<file path="config.mk">
export PLATFORM = sky130hd
export DESIGN_NAME = pipe_stage_skid
export DESIGN_NICKNAME = d
export VERILOG_FILES = /design/src/rtl/pipe_stage_skid.sv
export SDC_FILE = /design/constraint.sdc
export NUM_CORES = 1
export LEC_CHECK = 0
export BUFFER_PORTS_ARGS = -buffer_cell sky130_fd_sc_hd__buf_4
export CORE_MARGIN = 5
export CORE_UTILIZATION = 58
export DETAILED_ROUTE_END_ITERATION = 8
export GPL_ROUTABILITY_DRIVEN = 0
export HOLD_SLACK_MARGIN = 0.03
export PLACE_DENSITY_LB_ADDON = 0.05
export RECOVER_POWER = 25
export SYNTH_ARGS = -nofsm -noshare
export SYNTH_HDL_FRONTEND = slang
export SYNTH_SLANG_ARGS = --single-unit
</file>
<file path="constraint.sdc">
create_clock -name clk -period 28.4 [get_ports clk]
set_input_delay 4.26 -clock clk [delete_from_list [all_inputs] [get_ports clk]]
set_output_delay 4.26 -clock clk [all_outputs]
set_load 0.02 [all_outputs]
</file>
<file path="src/rtl/pipe_stage_skid.sv">
// Elastic pipeline register (MEM/WB and similar) with a 2-entry skid buffer,
// registered upstream ready, synchronous flush, bubble-masked control and a stall counter.
module pipe_stage_skid #(
  parameter int DATA_W  = 64,
  parameter int NUM_CH  = 2,
  parameter int DST_W   = 5,
  parameter int CTRL_W  = 4,
  parameter int STALL_W = 16
) (
  input  logic                     clk,
  input  logic                     rst,
  input  logic                     in_valid,
  output logic                     in_ready,
  input  logic [NUM_CH*DATA_W-1:0] in_data,
  input  logic [DST_W-1:0]         in_dst,
  input  logic [DST_W-1:0]         in_fp_dst,
  input  logic [CTRL_W-1:0]        in_ctrl,
  input  logic                     flush,
  output logic                     out_valid,
  input  logic                     out_ready,
  output logic [NUM_CH*DATA_W-1:0] out_data,
  output logic [DST_W-1:0]         out_dst,
  output logic [DST_W-1:0]         out_fp_dst,
  output logic [CTRL_W-1:0]        out_ctrl,
  output logic [1:0]               occupancy,
  output logic [STALL_W-1:0]       stall_cnt
);

  // state | meaning
  // EMPTY | no beat held
  // ONE   | main register holds the head beat
  // TWO   | main holds the head beat, skid holds the next one; upstream stalled
  typedef enum logic [1:0] {EMPTY, ONE, TWO} state_t;

  localparam int PW = NUM_CH * DATA_W;
  localparam int BW = PW + 2 * DST_W + CTRL_W;
  localparam logic [STALL_W-1:0] STALL_MAX = '1;

  state_t          state_q, state_d;
  logic [BW-1:0]   beat_in, main_q, skid_q;
  logic            in_ready_q;
  logic            main_valid, skid_valid;
  logic            in_fire, out_fire;
  logic            ld_main_in, ld_main_skid, ld_skid;
  logic [CTRL_W-1:0] main_ctrl;

  assign beat_in    = {in_data, in_dst, in_fp_dst, in_ctrl};
  assign main_valid = (state_q != EMPTY);
  assign skid_valid = (state_q == TWO);
  assign in_fire    = in_valid & in_ready_q;
  assign out_fire   = main_valid & out_ready;

  always_comb begin
    state_d      = state_q;
    ld_main_in   = 1'b0;
    ld_main_skid = 1'b0;
    ld_skid      = 1'b0;
    if (flush) begin
      state_d = EMPTY;
    end else begin
      case (state_q)
        EMPTY: begin
          if (in_fire) begin
            state_d    = ONE;
            ld_main_in = 1'b1;
          end
        end
        ONE: begin
          if (in_fire && out_fire) begin
            ld_main_in = 1'b1;
          end else if (in_fire) begin
            state_d = TWO;
            ld_skid = 1'b1;
          end else if (out_fire) begin
            state_d = EMPTY;
          end
        end
        TWO: begin
          if (out_fire) begin
            state_d      = ONE;
            ld_main_skid = 1'b1;
          end
        end
        default: state_d = EMPTY;
      endcase
    end
  end

  // in_ready is registered from the next state so it never follows out_ready combinationally
  always_ff @(posedge clk or posedge rst) begin
    if (rst) begin
      state_q    <= EMPTY;
      in_ready_q <= 1'b1;
    end else begin
      state_q    <= state_d;
      in_ready_q <= (state_d != TWO);
    end
  end

  always_ff @(posedge clk or posedge rst) begin
    if (rst) begin
      main_q <= '0;
      skid_q <= '0;
    end else begin
      if (ld_main_in)
        main_q <= beat_in;
      else if (ld_main_skid)
        main_q <= skid_q;
      if (ld_skid)
        skid_q <= beat_in;
    end
  end

  always_ff @(posedge clk or posedge rst) begin
    if (rst)
      stall_cnt <= '0;
    else if (main_valid && !out_ready && stall_cnt != STALL_MAX)
      stall_cnt <= stall_cnt + 1'b1;
  end

  assign {out_data, out_dst, out_fp_dst, main_ctrl} = main_q;
  assign out_ctrl  = main_valid ? main_ctrl : '0;
  assign out_valid = main_valid;
  assign in_ready  = in_ready_q;
  assign occupancy = {1'b0, main_valid} + {1'b0, skid_valid};

endmodule

</file>
==> results <==
- The pre-antenna-repair detailed-routing pass consisted of 4 iterations.
- Yosys mapped the design onto 39 distinct sky130hd cell types.
- The area of all placed cells without fillers is 0.0158 mm2.
- The area enclosed by the die boundary is 0.0262 mm2.
- The number of buffers between clock root and the deepest sink is 3.
- The routed design could run at a clock period as short as 8860 ps.
- The total placed instance area is 0.0148 mm2.
- The primary flip-flop cell chosen by synthesis mapping is sky130_fd_sc_hd__dfrtp_1.
- OpenSTA, run right after detailed placement, puts the worst setup slack at 21310 ps.
- The cell with the largest stage delay on the worst path is sky130_fd_sc_hd__clkinvlp_2.
- The critical path buffer and inverter count is 3.
- The endpoint arrival time on the critical path is 9340 ps.
- The path class of the tightest hold or removal check is register to register.
- The achievable clock frequency is 113 MHz.
- STA classifies the critical path startpoint as an input pin.
- Counting flops and latches in the post-synthesis netlist gives 303.
- After layout, the worst setup slack is 19540 ps.
- The global-route wire length before repair is 46.5 mm.
- The yosys synthesis warning count is 0.
- Of all flip-flops after synthesis, the portion carrying an async set or reset was 100%.
- On the worst path, the slowest cell contributes a delay of 3640 ps.
- The cell area that synthesis handed to floorplanning was 0.0134 mm2.
- The gate count after technology mapping is 1009.
- The wire-length estimate of the detail-placed layout is 19.0 mm.
- The part of the power in the clock network is 33.5%.
- Once the clock tree was built, the resizer swapped 0 gates to a different size.
- The combinational share of power is 20.6%.
- The count of flip-flops with a built-in enable after synthesis is 0.
- The floorplan has 55 rows.
- At the pin with the least slew margin, the transition time is 6560 ps.
- Headroom to the max-slew limit came out at -339%.
- The analysis attributes to net switching a power of 352 uW.
- The final number of setup-violating endpoints is 0.
- The total count of hold-check failures in the final report is 0.
- The sequential share of power is 45.8%.
- The number of hold buffers added after cts is 0.
- The worst-case vdd ir drop is 0.0000597 V.
- The overall overflow remaining after global route is 0.
- The routed layout has 8331 vias.
- Traced cell by cell, the critical path runs through clkbuf_4, clkinvlp_2, buf_4.
- The final hold slack is 466 ps.
- After detailed routing, the total wire length is 29.3 mm.
- STA classifies the critical path endpoint as an asynchronous set/reset pin.
- The global-route total usage across every layer is 22.0%.
- The share of layout cells above drive strength 1 is 42.0%.
- Across the routed clock network, the largest skew measured is 10.7 ps.
- The maximum fanout along the worst path is 149.
- In the layout the commonest cells are sky130_fd_sc_hd__dfrtp_1, sky130_fd_sc_hd__buf_4, sky130_fd_sc_hd__mux2_2.
- For this design the static power due to leakage is 8.32 nW.
- The share of the clock period used by the worst path is 31.2%.
- Measured along the y axis, the die boundary spans 162 um.
- The dominant delay contributor by cell family on the critical path is buffers and inverters.
- The first routing iteration left 483 violations.
- The final reports fail on max-capacitance violations, max-slew violations.
- The count of boundary I/O pins is 309.
- The total internal power is 942 uW.
- The count of buffers added on input and output ports is 308.
- The cell sitting at the root of the clock tree is a sky130_fd_sc_hd__clkbuf_16.
- The switching share of total power is 27.2%.
- The library cell used most frequently in the layout, excluding fill and tap cells, is sky130_fd_sc_hd__dfrtp_1.
- The number of setup buffers added after CTS is 0.
- STA puts the critical path data required time at 28880 ps.
- Counting every sink on the clock net gives 303.
- After detailed routing, the number of vias per cell comes to 5.66.
- The H-tree generated during clock tree synthesis spans 2 levels.
- The count of final max-slew check failures came to 150.
- The number of nets in the synthesized netlist is 1157.
- Summing the sequential cell areas from Yosys gives 56.8% of the chip area.
- Averaged over all synthesized cells, the footprint is 13.2 um2.
- The utilization of the core after routing is 69.9%.
- Dividing total power by cell area gives a power density of 81.7 mW/mm2.
- Buffers inserted during clock tree synthesis total 34.
- After the last flow step, the layout net total stands at 1311.
- Dividing the detail-routed wire length by the instance count gives 19.9 um.
- The flow ran to the end, but the final reports show violations.
- In the routed design, unresolved DRC markers number 0.
- The area of the core region is 0.0226 mm2.
- Entering global routing, the biggest net connects 150 pins.
- Across the run, the number of max-cap violations was 1.
- The TritonCTS clock tree is done.
- Once the floorplan was initialized, standard cells occupied 59.0% of the core.
- The remaining number of nets flagged by the antenna check after routing is 0.
- Adding up every negative setup slack in the final design gives 0 ps.
- The class of the most critical setup path is input pin to asynchronous set/reset pin.
- The via count of the first global-routing pass is 8675.
- The register clock-pin slew on the reported worst setup and hold paths is 60 ps.
- The die width is 162 um.
- The area growth from synthesis to layout is 18.6%.
- The number of antenna violations at the first check in global routing is 1.
- Setup repair after global routing left no endpoint under its margin.
- The clock reaches the later pin of the worst-skew pair after 490 ps.
[path summary, 6_finish.rpt]
check,end,slack (ps),depth (start not counted),startpoint
max in group clk,skid_q[36],21710,6,out_ready
hold / removal,main_q[3],470,1,main_q[3]
setup / recovery,main_q[72],19540,3,rst
setup reg to reg,main_q[42],25030,7,state_q[1]
hold reg to reg,main_q[3],470,1,main_q[3]
min in group asynchronous,stall_cnt[2],5860,2,rst
[cell type report]
type / count / area, um2
Antenna cell: 1 / 2.50
Sequential cell: 303 / 7580
Inverter: 4 / 16.3
Multi-Input combinational cell: 502 / 4440
Tap cell: 285 / 357
Timing Repair Buffer: 318 / 2310
Clock inverter: 7 / 87.6
Clock buffer: 52 / 1030
Fill cell: 1626 / 6810
[cell families (layout without fill, tap and decap cells)]
group	count (synthesis)	in the layout	synth area share, %
buffers and inverters	204	381	10.0
muxes	144	144	12.1
DFF	303	303	56.8
other	0	1	0
adders and majority gates	1	1	0.0937
AOI/OAI and AO/OA	299	299	18.0
and+or+nand+nor	45	45	2.06
xor gates and xnor gates	13	13	0.853
[power by group through the flow]
stage / Clock [mW] / Sequential (mW) / Combinational [mW]
after detailed placement: 0 / 0.599 / 0.275
final: 0.433 / 0.593 / 0.267
after global routing: 0.464 / 0.606 / 0.289
after CTS: 0.443 / 0.593 / 0.276
after global placement: 0 / 0.595 / 0.268
after floorplan: 0 / 0.586 / 0.218
[synth_stat cells (4+ instances only)]
master / n / area [um2]
sky130_fd_sc_hd__dfrtp_1: 302 / 7560
sky130_fd_sc_hd__mux2_2: 143 / 1610
sky130_fd_sc_hd__a21o_1: 142 / 1070
sky130_fd_sc_hd__a22o_1: 142 / 1240
sky130_fd_sc_hd__buf_4: 138 / 1040
sky130_fd_sc_hd__buf_2: 42 / 210
sky130_fd_sc_hd__clkbuf_1: 20 / 75.1
sky130_fd_sc_hd__xor2_1: 8 / 70.1
sky130_fd_sc_hd__nand2_1: 6 / 22.5
sky130_fd_sc_hd__nand3_1: 6 / 30.0
sky130_fd_sc_hd__nor2b_1: 6 / 37.5
sky130_fd_sc_hd__a21oi_1: 5 / 25.0
sky130_fd_sc_hd__nand4_1: 5 / 31.3
sky130_fd_sc_hd__xnor2_1: 5 / 43.8
sky130_fd_sc_hd__inv_1: 4 / 15.0
sky130_fd_sc_hd__nor2_1: 4 / 15.0
[worst reg2reg max path, stage by stage, from the launching register on]
cell and delay, ps:
sky130_fd_sc_hd__dfrtp_1 440, sky130_fd_sc_hd__nor2b_1 260, sky130_fd_sc_hd__and3b_4 210, sky130_fd_sc_hd__buf_4 730
sky130_fd_sc_hd__buf_4 790, sky130_fd_sc_hd__nor2_4 70, sky130_fd_sc_hd__buf_4 390, sky130_fd_sc_hd__a21o_1 360
[metrics by stage]
| step | power [mW] | instances |
|---|---|---|
| after floorplan | 0.804 | 1009 |
| after global placement | 0.863 | 1412 |
| after detailed placement | 0.875 | 1412 |
| after CTS | 1.31 | 1471 |
| after global routing | 1.36 | 1472 |
| final | 1.29 | 1472 |
[state kept, by name (all words and copies together), names as in the netlist]
| signal | flops |
|---|---|
| skid_q | 142 |
| stall_cnt | 16 |
| state_q | 2 |
| in_ready | 1 |
| main_q | 142 |
[layer usage]
metal / routed length (um) / track usage [%] / vias up
met1: 12000 / 28.1 / 4195
met4: 731 / 6.31 / 0
met5: 0 / 0 / -
met2: 14100 / 35.9 / 255
li1: - / - / 3837
met3: 2480 / 7.66 / 44
No activity file was read; power rests on OpenSTA's default activity.
